$ cat config.mk
export PLATFORM = sky130hd
export DESIGN_NAME = id_stage
export DESIGN_NICKNAME = d
export VERILOG_FILES = /design/src/rtl/id_stage.sv
export SDC_FILE = /design/constraint.sdc
export NUM_CORES = 1
export LEC_CHECK = 0
export CORE_AREA = 2 2 145 147
export CTS_CLUSTER_DIAMETER = 120
export DETAILED_ROUTE_END_ITERATION = 6
export DIE_AREA = 0 0 147 149
export HOLD_SLACK_MARGIN = 0.15
export PLACE_DENSITY_LB_ADDON = 0.08
export SYNTH_ARGS = -nofsm -noshare
export SYNTH_HDL_FRONTEND = slang
export SYNTH_SLANG_ARGS = --single-unit
export TNS_END_PERCENT = 30
$ cat constraint.sdc
create_clock -name clk -period 2.85 [get_ports clk]
set_input_delay 0.57 -clock clk [delete_from_list [all_inputs] [get_ports clk]]
set_output_delay 0.57 -clock clk [all_outputs]
set_load 0.005 [all_outputs]
$ cat src/rtl/id_stage.sv
// Decode stage: field extraction, immediate generation, hazard detection and a
// one-entry output register. Define ID_FORWARD_EN to forward EX/MEM results instead of stalling.
module id_stage #(
    parameter int XLEN = 32,
    parameter int RAW  = 5
) (
    input  logic            clk,
    input  logic            rst,
    input  logic            rdy,
    input  logic            flush,
    input  logic            in_valid,
    output logic            in_ready,
    input  logic [XLEN-1:0] in_pc,
    input  logic [XLEN-1:0] in_inst,
    output logic            re1,
    output logic            re2,
    output logic [RAW-1:0]  raddr1,
    output logic [RAW-1:0]  raddr2,
    input  logic [XLEN-1:0] rdata1,
    input  logic [XLEN-1:0] rdata2,
    input  logic            ex_wreg,
    input  logic            ex_is_load,
    input  logic [RAW-1:0]  ex_waddr,
    input  logic [XLEN-1:0] ex_wdata,
    input  logic            mem_wreg,
    input  logic [RAW-1:0]  mem_waddr,
    input  logic [XLEN-1:0] mem_wdata,
    output logic            out_valid,
    input  logic            out_ready,
    output logic [XLEN-1:0] out_pc,
    output logic [XLEN-1:0] out_op1,
    output logic [XLEN-1:0] out_op2,
    output logic [XLEN-1:0] out_imm,
    output logic [6:0]      out_opcode,
    output logic [2:0]      out_funct3,
    output logic            out_funct7b5,
    output logic [RAW-1:0]  out_rd,
    output logic            out_wreg
);
    localparam logic [6:0] OPC_LUI    = 7'b0110111;
    localparam logic [6:0] OPC_AUIPC  = 7'b0010111;
    localparam logic [6:0] OPC_JAL    = 7'b1101111;
    localparam logic [6:0] OPC_JALR   = 7'b1100111;
    localparam logic [6:0] OPC_BRANCH = 7'b1100011;
    localparam logic [6:0] OPC_LOAD   = 7'b0000011;
    localparam logic [6:0] OPC_STORE  = 7'b0100011;
    localparam logic [6:0] OPC_OPIMM  = 7'b0010011;
    localparam logic [6:0] OPC_OP     = 7'b0110011;

    logic [6:0]         w_opcode;
    logic [RAW-1:0]     w_rd;
    logic               w_re1;
    logic               w_re2;
    logic               w_wr_class;
    logic signed [31:0] w_imm32;
    logic               w_use1;
    logic               w_use2;
    logic               w_hz1_ex;
    logic               w_hz2_ex;
    logic               w_hz1_mem;
    logic               w_hz2_mem;
    logic               w_stall;
    logic               w_in_ready;
    logic               w_load;
    logic [XLEN-1:0]    w_op1;
    logic [XLEN-1:0]    w_op2;

    logic               r_valid;
    logic [XLEN-1:0]    r_pc;
    logic [XLEN-1:0]    r_op1;
    logic [XLEN-1:0]    r_op2;
    logic [XLEN-1:0]    r_imm;
    logic [6:0]         r_opcode;
    logic [2:0]         r_funct3;
    logic               r_funct7b5;
    logic [RAW-1:0]     r_rd;
    logic               r_wreg;

    assign w_opcode = in_inst[6:0];
    assign w_rd     = RAW'(in_inst[11:7]);
    assign raddr1   = RAW'(in_inst[19:15]);
    assign raddr2   = RAW'(in_inst[24:20]);
    assign re1      = w_re1;
    assign re2      = w_re2;

    // Opcode decode: read enables, writeback class and format-specific immediate
    always_comb begin
        w_re1      = 1'b1;
        w_re2      = 1'b0;
        w_wr_class = 1'b0;
        w_imm32    = 32'sd0;
        case (w_opcode)
            OPC_LUI, OPC_AUIPC: begin
                w_re1      = 1'b0;
                w_wr_class = 1'b1;
                w_imm32    = {in_inst[31:12], 12'h000};
            end
            OPC_JAL: begin
                w_re1      = 1'b0;
                w_wr_class = 1'b1;
                w_imm32    = {{11{in_inst[31]}}, in_inst[31], in_inst[19:12], in_inst[20], in_inst[30:21], 1'b0};
            end
            OPC_JALR, OPC_LOAD, OPC_OPIMM: begin
                w_wr_class = 1'b1;
                w_imm32    = {{20{in_inst[31]}}, in_inst[31:20]};
            end
            OPC_BRANCH: begin
                w_re2   = 1'b1;
                w_imm32 = {{19{in_inst[31]}}, in_inst[31], in_inst[7], in_inst[30:25], in_inst[11:8], 1'b0};
            end
            OPC_STORE: begin
                w_re2   = 1'b1;
                w_imm32 = {{20{in_inst[31]}}, in_inst[31:25], in_inst[11:7]};
            end
            OPC_OP: begin
                w_re2      = 1'b1;
                w_wr_class = 1'b1;
            end
            default: begin
                w_re1 = 1'b1;
            end
        endcase
    end

    // x0 is never a hazard and never forwarded
    assign w_use1    = w_re1 && (raddr1 != {RAW{1'b0}});
    assign w_use2    = w_re2 && (raddr2 != {RAW{1'b0}});
    assign w_hz1_ex  = w_use1 && ex_wreg  && (ex_waddr  == raddr1);
    assign w_hz2_ex  = w_use2 && ex_wreg  && (ex_waddr  == raddr2);
    assign w_hz1_mem = w_use1 && mem_wreg && (mem_waddr == raddr1);
    assign w_hz2_mem = w_use2 && mem_wreg && (mem_waddr == raddr2);

`ifdef ID_FORWARD_EN
    assign w_stall = ex_is_load && (w_hz1_ex || w_hz2_ex);
    assign w_op1   = !w_use1 ? {XLEN{1'b0}} : w_hz1_ex ? ex_wdata : w_hz1_mem ? mem_wdata : rdata1;
    assign w_op2   = !w_use2 ? {XLEN{1'b0}} : w_hz2_ex ? ex_wdata : w_hz2_mem ? mem_wdata : rdata2;
`else
    logic w_unused;
    assign w_unused = ^{ex_is_load, ex_wdata, mem_wdata};
    assign w_stall  = w_hz1_ex || w_hz2_ex || w_hz1_mem || w_hz2_mem;
    assign w_op1    = w_use1 ? rdata1 : {XLEN{1'b0}};
    assign w_op2    = w_use2 ? rdata2 : {XLEN{1'b0}};
`endif

    assign w_in_ready = rst && rdy && !w_stall && (!r_valid || out_ready);
    assign w_load     = in_valid && w_in_ready;
    assign in_ready   = w_in_ready;

    // Output register: flush beats load, consumption without a load empties it
    always_ff @(posedge clk) begin
        if (!rst) begin
            r_valid    <= 1'b0;
            r_pc       <= {XLEN{1'b0}};
            r_op1      <= {XLEN{1'b0}};
            r_op2      <= {XLEN{1'b0}};
            r_imm      <= {XLEN{1'b0}};
            r_opcode   <= 7'd0;
            r_funct3   <= 3'd0;
            r_funct7b5 <= 1'b0;
            r_rd       <= {RAW{1'b0}};
            r_wreg     <= 1'b0;
        end else if (rdy) begin
            if (flush) begin
                r_valid <= 1'b0;
            end else if (w_load) begin
                r_valid    <= 1'b1;
                r_pc       <= in_pc;
                r_op1      <= w_op1;
                r_op2      <= w_op2;
                r_imm      <= XLEN'(w_imm32);
                r_opcode   <= w_opcode;
                r_funct3   <= in_inst[14:12];
                r_funct7b5 <= in_inst[30];
                r_rd       <= w_rd;
                r_wreg     <= w_wr_class && (w_rd != {RAW{1'b0}});
            end else if (out_ready) begin
                r_valid <= 1'b0;
            end
        end
    end

    assign out_valid    = r_valid;
    assign out_pc       = r_pc;
    assign out_op1      = r_op1;
    assign out_op2      = r_op2;
    assign out_imm      = r_imm;
    assign out_opcode   = r_opcode;
    assign out_funct3   = r_funct3;
    assign out_funct7b5 = r_funct7b5;
    assign out_rd       = r_rd;
    assign out_wreg     = r_wreg;
endmodule
* Word-level counts from Yosys, hierarchy flattened
Cells that the tools add are included.
Widths: inputs -> output; s select.
** Storage, ports and cells
- Register bits :: 146
- Input bits :: 211
- Output and inout bits :: 159
- Logic and storage cells :: 65
** Operators by class
- Eq/ne operators :: 13
- Muxes and demuxes :: 9
- Bitwise gates (word level) :: 1
- Reduce and logical (&&, ||, !) cells :: 32
** Operators by type and width (number)
- $pmux 32 s5 :: 1
- $mux 32 :: 2
- $eq 7x6->1 const B :: 3
- $eq 7x7->1 const B :: 3
- $eq 5x5->1 :: 4
- $logic_and 1x1->1 :: 15
- $reduce_bool 5->1 :: 3
- $eq 7x5->1 const B :: 2
- $reduce_or 3->1 :: 3
- $eq 7x2->1 const B :: 1
- $reduce_or 7->1 :: 1
- $mux 1 :: 6
- $logic_or 1x1->1 :: 4
- $reduce_and 3->1 :: 1
- $reduce_bool 3->1 :: 1
- $logic_not 1->1 :: 2
- $reduce_and 2->1 :: 1
- $reduce_or 2->1 :: 1
- $not 1->1 :: 1

* Logic depth before layout (Yosys ltp)
Gate-level depths: netlist of run 1.
- Depth in word-level cells :: 15
- Gate-level depth with buffers :: 8
- Mapped depth without buffers :: 6

* Worst setup path after synthesis of run 1
OpenSTA, ideal clock, no wires.
- Path kind :: input to register
- Start :: input in_inst[21]
- End :: register r_imm[31] (netlist: out_imm[31])
- Setup time :: 0.123 ns
- Arrival time :: 2.132 ns
- Required time :: 2.727 ns
- Path slack :: 0.595 ns
- Stages :: 7
- Buffers on the path :: 2
- Cells stage by stage :: or4_1 > o21a_1 > a221oi_2 > nand4b_1 > buf_4 > buf_6 > mux2i_1
** On the way
- Cells in the longest elaborated chain, start to end :: 12
- Elaborated cells between the ends (all ways) :: 16
- Classes of those cells :: eq/ne (2); reduce/logical (14)
** RTL lines
- from (decl) :: line 14 : input logic [XLEN-1:0] in_inst,
- $reduce_bool 5->1 :: line 127 : assign w_use2 = w_re2 && (raddr2 != {RAW{1'b0}});
- $logic_and 1x1->1 :: line 127
- $logic_and 1x1->1 (2 in series) :: line 129 : assign w_hz2_ex = w_use2 && ex_wreg && (ex_waddr == raddr2);
- $logic_or 1x1->1 (2 in series) :: line 140 : assign w_stall = w_hz1_ex || w_hz2_ex || w_hz1_mem || w_hz2_mem;
- $logic_or 1x1->1 (*) :: line 140
- $logic_not 1->1 (*) :: line 145 : assign w_in_ready = rst && rdy && !w_stall && (!r_valid || out_ready);
- $logic_and 1x1->1 (*) (2 in series) :: line 145
- named net in_ready :: line 12 : output logic in_ready,
- $logic_and 1x1->1 (*) :: line 146 : assign w_load = in_valid && w_in_ready;
- $reduce_and 3->1 (no line) (*)
- to (signal assigned) :: line 156 : r_imm <= {XLEN{1'b0}};
- to (signal assigned) :: line 170 : r_imm <= XLEN'(w_imm32);
- to (decl) :: line 72 : logic [XLEN-1:0] r_imm;
Mark *: on every way through the listed nets, which the timed path passes. The rest lies on a longest branch.
A chain may end at the register's enable or synchronous reset.

* Worst setup path in the final report of run 1
- Start :: input in_inst[21]
- End :: output in_ready
** On the way
- Cells in the longest elaborated chain, start to end :: 10
- Elaborated cells between the ends (all ways) :: 14
- Classes of those cells :: eq/ne (2); reduce/logical (12)
** RTL lines (line)
- $reduce_bool 5->1 :: 127
- $logic_and 1x1->1 :: 127
- $logic_and 1x1->1 (2 in series) :: 129
- $logic_or 1x1->1 (2 in series) :: 140
- $logic_or 1x1->1 (*) :: 140
- $logic_not 1->1 (*) :: 145
- $logic_and 1x1->1 (*) (2 in series) :: 145
- to (decl) :: 12
Every way passes the cells marked *; elsewhere a longest branch is shown, timed or not.

==> results of run 1 <==
## sequential cells by signal, summed over array words and instances, names as in the netlist
| signal | count |
|---|---|
| out_rd | 5 |
| out_op1 | 32 |
| out_op2 | 32 |
| out_valid | 1 |
| out_imm | 32 |
| out_funct7b5 | 1 |
| out_funct3 | 3 |
| out_wreg | 1 |
| out_opcode | 7 |
| out_pc | 32 |
## critical path, delay by kind of cell
family,cells,cell delay (ps)
and+or+nand+nor,1,560
AOI/OAI and AO/OA,2,470
buffers and inverters,2,600
## path summary, 6_finish.rpt
check / startpoint / to / slack (ps) / depth (start not counted)
worst max-delay path: in_inst[21] / in_ready / 70 / 5
worst min-delay path: out_op1[7] / out_op1[7] / 450 / 2
worst max register to register: out_valid / out_op2[21] / 970 / 9
worst min register to register: out_op1[7] / out_op1[7] / 450 / 2
## logic make-up (layout without fill, tap and decap cells)
logic type / Yosys count / in the layout / synth area share
AO/OA/AOI/OAI: 27 / 27 / 0.0290
flip-flops: 146 / 146 / 0.449
multiplexers: 145 / 145 / 0.223
AND/OR/NAND/NOR: 303 / 303 / 0.188
XOR/XNOR: 20 / 20 / 0.0269
buffers and inverters: 106 / 427 / 0.0842
## through the flow
step                TNS [ps]  utilization
finish                     0        0.516
global route           -21.4        0.516
CTS                    -62.5        0.515
detailed placement    -27020        0.484
global placement      -22360        0.484
floorplan                  0            -
## power groups by stage
stage	combinational, uW	clock (uW)	sequential (uW)
2_1_floorplan	178	0	2120
4_1_cts	529	2490	2070
3_3_place_gp	526	0	2120
6_report	525	2410	2070
5_1_grt	568	2580	2070
3_5_place_dp	524	0	2120
## layout make-up
| class | instances | area (sq um) | area share |
|---|---|---|---|
| clock buffer | 18 | 429 | 0.0404 |
| clock inverter | 13 | 198 | 0.0186 |
| tap | 275 | 344 | 0.0324 |
| sequential | 146 | 2920 | 0.275 |
| multi-input combinational | 495 | 3080 | 0.290 |
| timing repair buffer | 348 | 3470 | 0.326 |
| inverter | 48 | 180 | 0.0170 |
## Yosys cell counts (2+ instances only)
cell type	n
nand3_1	9
buf_6	14
a22o_1	4
o31ai_1	2
inv_1	47
clkbuf_1	32
xnor2_1	20
nor2_1	3
nand4_1	4
nand2_1	268
nor4_1	3
nor3_1	5
or4_1	3
o21ai_0	11
o22ai_1	2
and2_1	2
dfxtp_1	146
mux2i_1	145
buf_4	12
o211ai_1	2
## cells in the final DEF, fill, tap and decap left out, types with 5 or more instances in the layout
cell / n
buf_4: 36
inv_6: 5
clkdlybuf4s50_1: 300
nand2_1: 268
clkbuf_16: 17
nand3_1: 8
inv_1: 47
xnor2_1: 20
buf_12: 7
nor3_1: 5
mux2i_1: 145
o21ai_0: 11
dfxtp_1: 146
## metal layers
| layer | wire (um) | up-vias | track usage | share of wire |
|---|---|---|---|---|
| met1 | 8990 | 2657 | 0.224 | 0.44 |
| li1 | - | 3019 | - | - |
| met4 | 389 | 0 | 0.0572 | 0.019 |
| met2 | 9470 | 207 | 0.303 | 0.46 |
| met5 | 0 | - | 0 | 0 |
| met3 | 1640 | 24 | 0.0703 | 0.080 |
## repair_timing
action                                  CTS  global route
buffers inserted                          2             0
hold buffers                              0             0
endpoints found under the hold margin     0             0
pin swaps                                 1             2
gates resized for setup                   4             7
endpoints found under the setup margin    3            39
==> summary.md, run 1 <==
| Metric | Value |
|---|---|
| Number of I/O pins | between 300 and 400 |
| Min-delay worst type | register to register |
| Setup violation total in the final timing report | 0 |
| Clock latency on the worst-skew pair | 420 ps |
| Area after detailed placement | a little under 0.01 sq mm |
| Part of the power in combinational logic | 0.105 |
| Cell types with the largest area share after synthesis | dfxtp_1 (45%), mux2i_1 (22%), nand2_1 (15%), inv_1 (2.7%), xnor2_1 (2.7%) |
| Most used DFF post-synth | dfxtp_1 |
| Clock power share | 0.481 |
| Pre-Repair DR Iteration Count | 5 |
| Run status | complete, no violations |
| Slew Limit Fails | 0 |
| Post-place setup slack | -377 ps |
| Remaining number of nets flagged by the antenna check after routing | 0 |
| Synthesized net count | about 960 |
| Worst hold slack | between 400 and 500 ps |
| Iteration-0 DRC Markers | 210 |
| Buffers added on ports | 304 |
| Initial antenna violation count | 0 |
| Cell type with the largest total area after synthesis | dfxtp_1 |
| Fraction of layout cells with a size suffix above 1 | 0.0796 |
| Vias after detailed routing | about 6000 |
| CTS tree | built |
| Number of enable-type register cells in the synthesized netlist | 0 |
| Via count of the first global-routing pass | a little under 6000 |
| Maximum resistive drop on vdd | a little under 0.4 mV |
| Final routed DRC violation total | 0 |
| Number of violations of the max-capacitance limit | 0 |
| Initial Utilization | 0.317 |
| Tot GR Track Use | 0.184 |
| NetSw | around 1100 uW |
| Maximum number of pins on one net before global-route repair | between 150 and 200 |
| Diodes inserted | 0 |
| CTS Buf Count | 17 |
| Cell area after technology mapping | between 0.006 and 0.007 sq mm |
| Wire length of the first global-routing pass | about 32 mm |
| Startpoint types | input port |
| Detailed-route wire length | between 20 and 25 mm |
| Global placer's final weighted congestion | roughly 0.8 |
| Register bit total from synthesis | between 100 and 150 |
| Cells along the critical path | clkdlybuf4s50_1 -> or4_1 -> o21a_1 -> a221oi_2 -> buf_2 |
| Cell with the largest stage delay on the worst path | or4_1 |
| DIE HEIGHT | 149 um |
| Average detailed-routed wire length per instance | between 15 and 20 um |
| Final non-filler cell total | 1343 |
| Number of placed cells counting well taps | 1310 |
| H-tree lvl count | 4 |
| Global-route congestion overflow total | 0 |
| Period utilisation layout | 0.974 |
| Yosys Warn Count | 0 |
| Internal cell power | around 3900 uW |
| Maximum root-to-sink buffer count | 2 |
| Final setup margin | just over 70 ps |
| Peak fanout along the critical path | 2 |
| Via-per-instance ratio | approximately 4.4 |
| Clock Root Buffer | clkbuf_16 |
| Data arrival time of the critical path | approximately 2200 ps |
| Yosys top cell area share | 0.449 |
| Final-report hold violation count | 0 |
| Crit end category | output pin |
| Final net count | about 1300 |
| Core area | ~0.021 sq mm |
| Actual slew at the worst max-slew pin | between 900 and 1000 ps |
| Worst slew margin relative to its limit | 0.391 |
| Area added between synthesis and finish | 63.0% |
| Count of clock tree sinks | roughly 150 |
| Setup skew after layout | a little under 10 ps |
| Sequential share of the synthesized area | 0.449 |
| Power density over the cells | roughly 470 mW/mm^2 |
| Final instance area | ~0.011 sq mm |
| Min Clock Period, post-route | roughly 2800 ps |
| Fillers | between 1500 and 2000 |
| Number of distinct library cell variants in the gate-level netlist after synthesis | 33 |
| Max incr delay on CP | about 560 ps |
| Row count | 53 |
| Leak pwr | 0.00499 uW |
| Sequential Power Share | 0.414 |
| Average size of a mapped cell | slightly below 9 sq um |
| Async set or reset register ratio after synthesis | 0 |
| Floorplan die width | approximately 150 um |
| Die Footprint | around 0.022 sq mm |
| Register clock-pin slew on the reported worst setup and hold paths | around 60 ps |
| Required time at the endpoint of the critical path | approximately 2300 ps |
| Setup repair after global routing missed its margin | true |
| Startpoint-to-endpoint class of the critical path | input port to output pin |
| Detail Placement HPWL | approximately 15 mm |
| PnR Total Power | 5010 uW |
| Switching share of power | 0.229 |
| Maximum clock frequency | around 360 MHz |
| Count of mapped cells out of synthesis | 747 |
(Power assumes the default switching activity.)
==> run 2, diff against run 1 <==
- SKIP_CTS_REPAIR_TIMING: unset -> 1
==> run 2 against run 1 <==
  * Worst hold slack barely moved
  * Clock skew barely moved
  * Sequential power barely moved
  * Design area up 0.48%
  * Routed wire length down 0.22%
  * Die area is the same
  * Register-to-register slack is essentially flat
  * Clock-buffer cell count unchanged
  * Power barely moved
  * Setup slack worse by 17 ps
  * Utilization grew 0.25 points
  * Critical endpoint is now re2
  * Largest power group unchanged
  * Highest routed layer unchanged
==> summary.md, run 2 (synthesized netlist as in run 1, its figures left out) <==
| Metric | Value |
|---|---|
| Run status | complete, no violations |
| Number of placed cells counting well taps | about 1300 |
| Clock latency on the worst-skew pair | ~420 ps |
| Worst path depth | 6 |
| Number of cells on the worst reg-to-reg path | 9 |
| Core area | around 0.02 sq mm |
| Remaining number of nets flagged by the antenna check after routing | 0 |
| Average detailed-routed wire length per instance | between 15 and 20 um |
| Global-route congestion overflow total | 0 |
| Initial Utilization | 0.317 |
| Iteration-0 DRC Markers | a little over 200 |
| Global placer's final weighted congestion | approximately 0.8 |
| Row count | 53 |
| Maximum clock frequency | approximately 360 MHz |
| Min-delay worst type | register to register |
| Setup violation total in the final timing report | 0 |
| Via count of the first global-routing pass | about 5800 |
| H-tree lvl count | 4 |
| Via-per-instance ratio | around 4.4 |
| Count of clock tree sinks | around 150 |
| Peak fanout along the critical path | 2 |
| Crit path buf inv count | 4 |
| Most common cell after layout, fill and taps aside | clkdlybuf4s50_1 |
| Clock Root Buffer | clkbuf_16 |
| Slew Limit Fails | 0 |
| Worst Hold Path Cells | 2 |
| Max incr delay on CP | about 510 ps |
| Pre-Repair DR Iteration Count | 4 |
| Worst hold slack | 455 ps |
| Final-report hold violation count | 0 |
| Cell with the largest stage delay on the worst path | clkdlybuf4s50_1 |
| Min Clock Period, post-route | between 2000 and 3000 ps |
| Startpoint types | input port |
| Cells along the critical path | clkdlybuf4s50_1 -> buf_4 -> nand4bb_4 -> a211oi_2 -> buf_4 -> clkdlybuf4s50_1 |
| Register clock-pin slew on the reported worst setup and hold paths | ~60 ps |
| Leak pwr | 0.00501 uW |
| Detailed-route wire length | 20.4 mm |
| Crit-path leading delay family | buffers and inverters |
| Setup repair after global routing missed its margin | true |
| Number of I/O pins | 370 |
| Worst slew margin relative to its limit | 0.394 |
| Final net count | around 1300 |
| DIE HEIGHT | 149 um |
| Commonest non-fill, non-tap cells in the layout | clkdlybuf4s50_1 (299), nand2_1 (268), dfxtp_1 (146) |
| Crit end category | output pin |
| Maximum number of pins on one net before global-route repair | between 150 and 200 |
| PnR Total Power | about 5000 uW |
| Maximum root-to-sink buffer count | 2 |
| Initial antenna violation count | 0 |
| Buffers added on ports | around 300 |
| Floorplan die width | between 100 and 150 um |
| Tot GR Track Use | 0.183 |
| Number of violations of the max-capacitance limit | 0 |
| Vias after detailed routing | around 5900 |
| Maximum resistive drop on vdd | about 0.39 mV |
| Wire length of the first global-routing pass | 31.4 mm |
| Multi-input logic area | just over 0.003 sq mm |
| Period utilisation layout | 0.980 |
| Startpoint-to-endpoint class of the critical path | input port to output pin |
| Die Footprint | 0.0219 sq mm |
| Required time at the endpoint of the critical path | roughly 2300 ps |
| Actual slew at the worst max-slew pin | about 900 ps |
| FF/Latch Area | slightly below 0.003 sq mm |
| Diodes inserted | 0 |
| Final routed DRC violation total | 0 |
| CTS tree | built |
| Detail Placement HPWL | roughly 15 mm |
| Setup skew after layout | 9.84 ps |
| Data arrival time of the critical path | 2220 ps |
| Power density over the cells | around 470 mW/mm^2 |
| Fillers | around 2000 |
| Area added between synthesis and finish | 63.8% |
| Final non-filler cell total | about 1300 |
| Fraction of layout cells with a size suffix above 1 | 0.0840 |
| CTS Buf Count | 17 |
## run 2: cell count changes in the layout (fill, tap and decap cells not counted), sizes merged
cell and delta:
clkdlybuf4s50 -1, dlymetal6s2s +1, buf +3
## run 2: layer usage
layer,GRT usage,share of wire
met5,0,0
met3,0.0703,0.080
met2,0.302,0.46
met1,0.223,0.44
met4,0.0572,0.019
## run 2: through the flow
stage                     utilization  cell area, sq um  TNS [ps]  setup slack [ps]
after floorplan                     -              6510         0               595
after global placement          0.484              9940    -22360              -351
after detailed placement        0.484              9940    -27020              -377
after CTS                       0.514             10600      -532              -396
final                           0.519             10700         0              56.1
after global routing            0.519             10700     -44.4             -17.3
## run 2: final timing paths
kind | slack (ps) | from | to
worst min register to register | 450 | out_op1[7] | out_op1[7]
worst max-delay path | 60 | in_inst[2] | re2
worst max register to register | 970 | out_valid | out_op2[21]
worst min-delay path | 450 | out_op1[7] | out_op1[7]
## run 2: where the power goes
group | switching (uW) | internal [uW] | total, uW
Sequential | 10.8 | 2060 | 2070
Combinational | 205 | 322 | 527
Clock | 929 | 1480 | 2410
Total | 1150 | 3870 | 5010
## run 2: area by class of cell
type,instances,share of cell area
Inverter,48,0.0169
Sequential cell,146,0.274
Clock inverter,13,0.0185
Multi-Input combinational cell,495,0.291
Timing Repair Buffer,351,0.328
Tap cell,275,0.0323
Clock buffer,18,0.0402
## run 2: worst reg2reg max path: cells and delay by family, from the launching register on
| kind | cells | cell delay (ps) |
|---|---|---|
| buffers and inverters | 5 | 760 |
| flip-flops | 1 | 340 |
| AO/OA/AOI/OAI | 2 | 340 |
| multiplexers | 1 | 230 |
| AND/OR/NAND/NOR | 1 | 130 |
==> run 3, diff against run 2 <==
- ABC_AREA: unset -> 1
- CORE_AREA: 2 2 145 147 -> 2 2 142 144
- DIE_AREA: 0 0 147 149 -> 0 0 144 146
==> run 3 against run 2 <==
  * Sequential share of layout area decreased by 0.35 points
  * Area after synthesis grew 1.9%
  * Clock power down 7%
  * Combinational power is 46% higher
  * First-iteration DRC count is 48% higher
  * Non-clock buffer count increased by 15
  * Sequential power grew 3%
  * Highest routed layer unchanged
==> summary.md, run 3 <==
| Metric | Value |
|---|---|
| Startpoint of the worst register-to-register path | out_valid |
| Final setup margin | ~89 ps |
| Via-per-instance ratio | 4.54 |
| Cell with the largest stage delay on the worst path | clkdlybuf4s50_1 |
| Maximum number of pins on one net before global-route repair | 67 |
| DIE HEIGHT | ~150 um |
| Number of I/O pins | 370 |
| Final net count | ~1500 |
| Worst slew margin relative to its limit | 0.625 |
| Cell area after technology mapping | between 0.006 and 0.007 sq mm |
| Average detailed-routed wire length per instance | approximately 15 um |
| Core area | roughly 0.019 sq mm |
| Number of cells on the worst reg-to-reg path | 9 |
| Crit-path most repeated cell | clkdlybuf4s50_1 |
| Maximum resistive drop on vdd | roughly 0.4 mV |
| End of the worst hold path | out_imm[20] |
| Initial antenna violation count | 0 |
| Yosys Warn Count | 0 |
| Crit end category | output pin |
| Cell types with the largest area share after synthesis | dfxtp_1 (44%), nand2_1 (14%), nor2_1 (11%), o21ai_0 (5.2%), nand4_1 (3.9%) |
| Run status | complete, no violations |
| Crit-path leading delay family | buffers and inverters |
| Cell with the most instances after synthesis | nand2_1 |
| Area added between synthesis and finish | 62.7% |
| Endpoint of the worst-slack reg-to-reg timing path | out_op2[10] |
| Wire length of the first global-routing pass | roughly 35 mm |
| Data arrival time of the critical path | roughly 2200 ps |
| Diodes inserted | 0 |
| Vias after detailed routing | 7045 |
| Count of mapped cells out of synthesis | around 960 |
| Final-report hold violation count | 0 |
| Count of clock tree sinks | between 100 and 150 |
| Setup repair after global routing missed its margin | false |
| Final routed DRC violation total | 0 |
| Power density over the cells | about 480 mW/mm^2 |
| Flop-to-flop setup slack | roughly 1100 ps |
| Cell type with the largest total area after synthesis | dfxtp_1 |
| Leak pwr | ~0.0045 uW |
| Min Clock Period, post-route | 2760 ps |
| Fraction of layout cells with a size suffix above 1 | 0.0886 |
| Global placer's final weighted congestion | 0.826 |
| Crit path buf inv count | 5 |
| Synthesized net count | 1174 |
| Actual slew at the worst max-slew pin | 562 ps |
| Clock latency on the worst-skew pair | 430 ps |
| Remaining number of nets flagged by the antenna check after routing | 0 |
| Initial Utilization | 0.343 |
| Slew Limit Fails | 0 |
| Detailed-route wire length | 22.9 mm |
| Register bit total from synthesis | 146 |
| Post-place setup slack | -281 ps |
| Async set or reset register ratio after synthesis | 0 |
| Setup violation total in the final timing report | 0 |
| Worst Hold Path Cells | 2 |
| Cells along the critical path | clkdlybuf4s50_1 -> nand2_2 -> inv_2 -> nand3_2 -> nand2_4 -> buf_6 -> inv_1 -> clkdlybuf4s50_1 |
| Maximum clock frequency | about 360 MHz |
| Buffers added on ports | ~300 |
| Number of distinct library cell variants in the gate-level netlist after synthesis | 33 |
| H-tree lvl count | 4 |
| Startpoint-to-endpoint class of the critical path | input port to output pin |
| Clock Root Buffer | clkbuf_16 |
| Iteration-0 DRC Markers | slightly above 300 |
| Most used DFF post-synth | dfxtp_1 |
| Floorplan die width | ~140 um |
| Peak fanout along the critical path | 9 |
| Setup skew after layout | 15.4 ps |
| Sum of negative setup slack | 0 ps |
| Global-route congestion overflow total | 0 |
| Average size of a mapped cell | about 6.9 sq um |
| Detail Placement HPWL | ~16 mm |
| Via count of the first global-routing pass | 6489 |
| Startpoint types | input port |
| Commonest cells in the netlist | nand2_1 (248), nor2_1 (199), dfxtp_1 (146), o21ai_0 (69), inv_1 (68) |
| Max incr delay on CP | slightly above 500 ps |
| Yosys top cell area share | 0.440 |
| Worst hold slack | between 400 and 500 ps |
| Tot GR Track Use | 0.214 |
| CTS tree | built |
| Register clock-pin slew on the reported worst setup and hold paths | about 60 ps |
| Row count | just over 50 |
| Number of enable-type register cells in the synthesized netlist | 0 |
| Worst hold start | out_imm[20] |
| Most common cell after layout, fill and taps aside | clkdlybuf4s50_1 |
| Maximum root-to-sink buffer count | 2 |
| Number of violations of the max-capacitance limit | 0 |
| Period utilisation layout | 0.969 |
| Pre-Repair DR Iteration Count | 4 |
| Sequential share of the synthesized area | 0.440 |
| CTS Buf Count | 17 |
| Required time at the endpoint of the critical path | roughly 2300 ps |
| Commonest non-fill, non-tap cells in the layout | clkdlybuf4s50_1 (292), nand2_1 (247), nor2_1 (197) |
| Min-delay worst type | register to register |
| Die Footprint | between 0.02 and 0.025 sq mm |
-- run 3: cell count changes after synthesis, moves of 20 or more --
cell     previous run  this run
a21oi_1             0        24
inv_1              47        68
mux2i_1           145         0
nand2_1           268       248
nand4_1             4        41
nor2_1              3       199
o21ai_0            11        69
o21ai_1             0        32
-- run 3: kinds of logic (layout without fill, tap and decap cells) --
logic type / count (synthesis) / in the layout / synth area share
DFF: 146 / 146 / 0.440
xor gates and xnor gates: 14 / 14 / 0.0185
AOI/OAI and AO/OA: 138 / 138 / 0.109
buffers and inverters: 143 / 466 / 0.101
and+or+nand+nor: 522 / 522 / 0.332
-- run 3: metal layers --
layer  GRT usage  vias up  wire, um
li1            -     3653         -
met1       0.282     3142     10300
met2       0.336      231     10400
met3      0.0652       19      1910
met4      0.0618        0       337
met5           0        -         0
-- run 3: worst register-to-register path: stages, from the launching register on --
cell      delay (ps)
dfxtp_1          320
inv_1             50
o211ai_1         120
nor2_4           140
and2_4           160
buf_4            220
buf_4            340
nand4_1          170
nand2_1          100
nor2_1            40
-- run 3: layout make-up --
cell class,count,area (sq um)
inverter,69,260
fill,1879,8530
sequential,146,2920
tap,265,332
multi-input combinational,674,3070
clock buffer,20,457
clock inverter,11,130
timing repair buffer,366,3630
-- run 3: how the worst max path moves through the flow --
stage	start	slack, ps	end	depth (start not counted)
final	in_inst[0]	90	re1	8
after global routing	in_inst[0]	30	re1	8
after CTS	in_inst[4]	-280	in_ready	11
after detailed placement	in_inst[4]	-280	in_ready	11
after global placement	in_inst[4]	-270	in_ready	11
after floorplan	in_inst[2]	530	in_ready	11
-- run 3: stage by stage --
stage / total power, uW / util / cell area, sq um / std cells
4_1_cts: 5230 / 0.555 / 10700 / 1549
2_1_floorplan: 2470 / - / 6640 / 963
5_1_grt: 5390 / 0.559 / 10800 / 1551
3_3_place_gp: 2960 / 0.525 / 10200 / 1518
6_report: 5170 / 0.559 / 10800 / 1551
3_5_place_dp: 2960 / 0.525 / 10200 / 1518
-- run 3: report_power, final --
group | internal, uW | switching (uW) | total [uW]
combinational | 442 | 326 | 768
clock | 1340 | 917 | 2250
sequential | 2110 | 32.6 | 2140
